File: config.mk
export PLATFORM = sky130hd
export DESIGN_NAME = clk_rst_gen
export DESIGN_NICKNAME = d
export VERILOG_FILES = /design/src/rtl/clk_rst_pkg.sv /design/src/rtl/rst_sync.sv /design/src/rtl/clk_rst_gen.sv
export SDC_FILE = /design/constraint.sdc
export NUM_CORES = 1
export LEC_CHECK = 0
export ABC_CLOCK_PERIOD_IN_PS = 1600
export CAP_MARGIN = 20
export CORE_AREA = 4 4 42 44
export CTS_CLUSTER_SIZE = 16
export DETAILED_ROUTE_END_ITERATION = 8
export DIE_AREA = 0 0 46 48
export PLACE_DENSITY = 0.69
export SYNTH_ARGS = -nofsm -noshare
export SYNTH_HDL_FRONTEND = slang
export SYNTH_SLANG_ARGS = --single-unit
File: constraint.sdc
create_clock -name clk -period 1.6 [get_ports clk]
set_input_delay 0.24 -clock clk [delete_from_list [all_inputs] [get_ports clk]]
set_output_delay 0.24 -clock clk [all_outputs]
set_load 0.05 [all_outputs]
File: src/rtl/clk_rst_pkg.sv
// Shared types and default constants for the clock/reset sequencer.
package clk_rst_pkg;

  typedef enum logic [1:0] {
    ST_ARST,
    ST_HOLD,
    ST_RUN,
    ST_SOFT
  } state_e;

  localparam int CLK_RST_SYNC_STAGES_DEF = 2;
  localparam int CLK_RST_SRST_HOLD_DEF   = 16;
  localparam int CLK_RST_WDOG_CYCLES_DEF = 1024;

endpackage

File: src/rtl/rst_sync.sv
// N-stage reset synchronizer: asserts asynchronously, releases on the STAGES-th edge.
// Provides the reset in both polarities plus a "released" flag, all straight from flops.
module rst_sync #(
  parameter int STAGES = 2
) (
  input  logic clk,
  input  logic arst,
  output logic rst_o,
  output logic rstn_o,
  output logic released_o
);

  if (STAGES < 2) begin : g_bad_stages
    $error("rst_sync: STAGES must be >= 2");
  end

  logic [STAGES-1:0] sync_q, sync_d;
  logic              rst_q, rst_d;
  logic              rstn_q, rstn_d;

  // The polarity flops duplicate the last chain stage so every output is a register.
  always_comb begin
    sync_d = {sync_q[STAGES-2:0], 1'b1};
    rst_d  = ~sync_q[STAGES-2];
    rstn_d = sync_q[STAGES-2];
  end

  always_ff @(posedge clk or posedge arst) begin
    if (arst) begin
      sync_q <= '0;
      rst_q  <= 1'b1;
      rstn_q <= 1'b0;
    end else begin
      sync_q <= sync_d;
      rst_q  <= rst_d;
      rstn_q <= rstn_d;
    end
  end

  assign rst_o      = rst_q;
  assign rstn_o     = rstn_q;
  assign released_o = sync_q[STAGES-1];

endmodule

File: src/rtl/clk_rst_gen.sv
// Reset sequencer: async-assert/sync-release arst, delayed srst, soft reset.
// Optional watchdog-triggered soft reset when CLK_RST_GEN_WDOG_EN is defined.
module clk_rst_gen
  import clk_rst_pkg::*;
#(
  parameter int SYNC_STAGES = CLK_RST_SYNC_STAGES_DEF,
  parameter int SRST_HOLD   = CLK_RST_SRST_HOLD_DEF,
  parameter int WDOG_CYCLES = CLK_RST_WDOG_CYCLES_DEF
) (
  input  logic clk,
  input  logic arst,
  input  logic sw_rst_req,
  output logic out_arst,
  output logic out_arstn,
  output logic out_srst,
  output logic out_srstn,
  output logic rst_done,
  output logic busy
`ifdef CLK_RST_GEN_WDOG_EN
  ,
  input  logic wdog_kick,
  output logic wdog_fired
`endif
);

  if (SYNC_STAGES < 2) begin : g_bad_sync
    $error("clk_rst_gen: SYNC_STAGES must be >= 2");
  end
  if (SRST_HOLD < 1) begin : g_bad_hold
    $error("clk_rst_gen: SRST_HOLD must be >= 1");
  end
  if (WDOG_CYCLES < 2) begin : g_bad_wdog
    $error("clk_rst_gen: WDOG_CYCLES must be >= 2");
  end

  localparam int CW = $clog2(SRST_HOLD + 1);
  localparam logic [CW-1:0] HOLD_C = CW'(SRST_HOLD);

  function automatic logic [CW-1:0] sat_inc(input logic [CW-1:0] v);
    sat_inc = (v >= HOLD_C) ? HOLD_C : v + CW'(1);
  endfunction

  state_e        state_q, state_d;
  logic [CW-1:0] cnt_q, cnt_d, cnt_inc;
  logic          srst_q, srst_d;
  logic          srstn_q, srstn_d;
  logic          done_q, done_d;
  logic          busy_q, busy_d;
  logic          released;
  logic          soft_req;
  logic          cnt_step;

  rst_sync #(
    .STAGES(SYNC_STAGES)
  ) u_rst_sync (
    .clk       (clk),
    .arst      (arst),
    .rst_o     (out_arst),
    .rstn_o    (out_arstn),
    .released_o(released)
  );

`ifdef CLK_RST_GEN_WDOG_EN
  localparam int WW = $clog2(WDOG_CYCLES);
  localparam logic [WW-1:0] WDOG_LAST = WW'(WDOG_CYCLES - 1);

  logic [WW-1:0] wdog_q, wdog_d;
  logic          fired_q, fired_d;
  logic          wdog_trip;

  // A kick in the same cycle as the terminal count wins over the trip.
  always_comb begin
    wdog_trip = (state_q == ST_RUN) && !wdog_kick && (wdog_q == WDOG_LAST);
    wdog_d    = '0;
    if ((state_q == ST_RUN) && !wdog_kick && !soft_req) begin
      wdog_d = wdog_q + WW'(1);
    end
    fired_d = fired_q | wdog_trip;
  end

  always_ff @(posedge clk or posedge arst) begin
    if (arst) begin
      wdog_q  <= '0;
      fired_q <= 1'b0;
    end else begin
      wdog_q  <= wdog_d;
      fired_q <= fired_d;
    end
  end

  assign soft_req   = sw_rst_req | wdog_trip;
  assign wdog_fired = fired_q;
`else
  assign soft_req = sw_rst_req;
`endif

  assign cnt_inc = sat_inc(cnt_q);

  // Counting starts on the first edge after out_arst has dropped, whether the
  // FSM is still in ST_ARST or already in ST_HOLD/ST_SOFT.
  always_comb begin
    state_d  = state_q;
    cnt_d    = cnt_q;
    srst_d   = srst_q;
    srstn_d  = srstn_q;
    done_d   = 1'b0;
    busy_d   = busy_q;
    cnt_step = 1'b0;

    unique case (state_q)
      ST_ARST: cnt_step = released;
      ST_HOLD, ST_SOFT: begin
        if (soft_req) cnt_d = '0;
        else          cnt_step = 1'b1;
      end
      ST_RUN: begin
        if (soft_req) begin
          state_d = ST_SOFT;
          cnt_d   = '0;
          srst_d  = 1'b1;
          srstn_d = 1'b0;
          busy_d  = 1'b1;
        end
      end
      default: state_d = ST_ARST;
    endcase

    if (cnt_step) begin
      cnt_d = cnt_inc;
      if (cnt_inc == HOLD_C) begin
        state_d = ST_RUN;
        srst_d  = 1'b0;
        srstn_d = 1'b1;
        done_d  = 1'b1;
        busy_d  = 1'b0;
      end else if (state_q == ST_ARST) begin
        state_d = ST_HOLD;
      end
    end
  end

  always_ff @(posedge clk or posedge arst) begin
    if (arst) begin
      state_q <= ST_ARST;
      cnt_q   <= '0;
      srst_q  <= 1'b1;
      srstn_q <= 1'b0;
      done_q  <= 1'b0;
      busy_q  <= 1'b1;
    end else begin
      state_q <= state_d;
      cnt_q   <= cnt_d;
      srst_q  <= srst_d;
      srstn_q <= srstn_d;
      done_q  <= done_d;
      busy_q  <= busy_d;
    end
  end

  assign out_srst  = srst_q;
  assign out_srstn = srstn_q;
  assign rst_done  = done_q;
  assign busy      = busy_q;

endmodule

==> results.toml <==
[synth]
netlist_area_um2 = 648
seq_area_frac_synth_pct = 54.6
synth_mux_area_share_pct = 0
synth.distinct_cells = 26
synth_top_area_cell = "dfrtp_1"
synth_top_cells_by_area = "dfrtp_1, dfstp_2, ha_1"
synth-seq-cells = 14
synth-compound-area-share_pct = 17.0
syn_inst = 59
synth-simple-area-share_pct = 19.7
synth_top_family_by_area = "simple AND/OR/NAND/NOR gates"
synth-adder-area-share_pct = 3.86
yosysWarnings = 0
synth.top_cell.area_share_pct = 42.5
synthXorXnorAreaFrac_pct = 1.35
syn_avg_cell_area_um2 = 11.0
synth_fp_nets = 64

[cells_and_area]
n_fill_cell = 131
drive_above_1_share_pct = 23.9
diodes = 0
fin_util_pct = 56.2
final_cells = 87
syn_to_final_growth_pct = 24.5
nets = 77

[floorplanning]
die-area_um2 = 2210
die_y_um = 48
ioPinCount = 9
rows = 14
initial_core_util_pct = 45.1
die_x_um = 46
core_area_um2 = 1440

[route]
drt_iter0_drc = 9
wire_per_inst_um = 14.7
routed-via-count = 473
drc = 0
finalWirelength_um = 1280
ant_nets = 0
via_per_inst = 5.44
drt_pass1_iterations = 4

[global_route]
grt_util_all_layers_pct = 13.9
antenna_found_initial = 0
grt_first_pass_wirelength_um = 2090
grt_max_degree = 15
busiest_layer = "met2"
met1_usage_pct = 17.4
grt_pass1_vias = 470
grt_use_met3_pct = 3.76
grtUsageMet2_pct = 20.6
grt.overflow.total = 0

[sta]
hold_violations = 0
setup_tns_ns = 0
fin_crit_ns = 1.50
setup_viol = 0
rsz0062_at_grt = "no"
fmax_mhz = 667
worst_pin_slew_ns = 0.526
finClkSkew_ns = 0.00807
timing.slew.headroom_pct = 64.9
drv_slew = 0
fin_crit_sh_pct = 93.7

[hold_path]
min_path_type = "in -> async"

[cts]
cts_buffer_depth = 2
cts_root_buf = "clkbuf_4"
clock-sinks = 14
insertion_delay_ns = 0.29
numCtsBuffers = 3
cts_tree = "yes"
clk_pin_slew_worst_paths_ns = 0.09
post_cts_buffers = 0
cts_resized = 0
htree_num_levels = 1
ctsHoldBuffers = 0

[power]
p_per_area_nw_per_um2 = 1030
leakage_uw = 0.000352
vdd_drop_max_mv = 0.551

[worst_setup_path]
crit_path_max_fanout = 6
rr_startpoint = "cnt_q[0]"
reg2reg_slack_ns = 0.10
required_ns = 1.83
reg2reg_to = "busy"
rr_worst_depth = 4
cp-start-kind = "flop"
end_kind = "flop"
crit_arrival_ns = 1.73
critPathKind = "reg -> reg"

[run]
cap_violations = 0

[place]
io_buffers = 8
place.gp.congestion = 0.722
dp_hpwl_um = 936
placed_cells = 83

[outcome]
status = "complete, no violations"
==> routing by layer <==
layer	up-vias	wire length, µm
met3	5	59
met5	-	0
met1	226	574
li1	230	-
met4	0	41
met2	12	608
==> registers in the layout (all words and copies together) (netlist names) <==
| name | cells |
|---|---|
| state_q | 2 |
| u_rst_sync.sync_q | 1 |
| u_rst_sync.rstn_o | 1 |
| cnt_q | 5 |
| u_rst_sync.rst_o | 1 |
| out_srst | 1 |
| rst_done | 1 |
| busy | 1 |
| out_srstn | 1 |
==> worst max-delay path by stage <==
stage	startpoint	to	slack (ns)	depth (start not counted)
6_report	cnt_q[0]	busy	0.10	4
5_1_grt	cnt_q[0]	out_srst	0.03	4
4_1_cts	cnt_q[0]	busy	0.09	4
3_5_place_dp	sw_rst_req	out_srst	0.009	4
3_3_place_gp	sw_rst_req	out_srst	0.07	4
2_1_floorplan	u_rst_sync.rstn_o	cnt_q[4]	0.15	3
==> layout by cell type, fill, tap and decap left out, drive strengths merged <==
master	n
dfstp	3
conb	1
o22a	2
clkdlybuf4s50	2
nor2	3
clkbuf	4
nand2b	1
buf	6
dfrtp	11
nand2	3
o21bai	1
xor2	1
o31ai	3
o21ai	7
nand4b	1
nand4	3
nor3b	3
ha	2
a21boi	1
a21o	1
or2b	1
inv	5
o31a	1
or3b	1
and2b	1
nand3	3
==> per-stage QoR <==
| step | hold WS (ns) | setup WS [ns] | area [µm²] | total power [µW] |
|---|---|---|---|---|
| floorplan | 0.127 | 0.152 | 648 | 526 |
| global placement | 0.356 | 0.0726 | 771 | 567 |
| detailed placement | 0.383 | 0.00887 | 771 | 577 |
| CTS | 0.298 | 0.0946 | 807 | 833 |
| global route | 0.332 | 0.0342 | 807 | 871 |
| finish | 0.271 | 0.100 | 807 | 832 |
==> cells by family (layout without fill, tap and decap cells) <==
family,count (synthesis),count (layout)
and+or+nand+nor,20,20
AOI/OAI and AO/OA,16,16
DFF,14,14
buffers and inverters,5,17
adders and majority gates,2,2
other,1,1
xor gates and xnor gates,1,1
==> layout make-up <==
cell class / instances / area, µm² / area share [%]
Inverter: 5 / 18.8 / 2.33
Sequential cell: 14 / 354 / 43.9
Clock buffer: 4 / 36.3 / 4.50
Tap cell: 16 / 20.0 / 2.48
Multi-Input combinational cell: 40 / 275 / 34.1
Timing Repair Buffer: 8 / 103 / 12.7
==> critical path, cell delays in order (launching register included) <==
cell and delay [ns]:
dfrtp_1 0.45, inv_1 0.07, ha_1 0.34, o31a_1 0.37, o22a_1 0.21
==> Yosys cell counts <==
library cell / count
nand3_1: 3
a21o_1: 1
a21boi_2: 1
o22a_1: 2
nor3b_1: 2
dfstp_2: 3
dfrtp_1: 11
and2b_1: 1
nor2_2: 1
xor2_1: 1
o31ai_1: 3
nand2b_1: 1
o21ai_0: 3
o21bai_1: 1
nand4_1: 3
nor2_1: 2
nand4b_1: 1
ha_1: 2
inv_1: 5
o21ai_1: 4
nor3b_2: 1
or2b_1: 1
o31a_1: 1
conb_1: 1
or3b_4: 1
nand2_1: 3
==> where the power goes <==
part	internal (µW)	total, µW	switching (µW)	leakage (µW)
sequential	386	431	44.8	0.000171
combinational	59.0	139	79.5	0.000160
clock	139	263	124	0.0000210
total	584	832	249	0.000352
(Power assumes the default switching activity.)
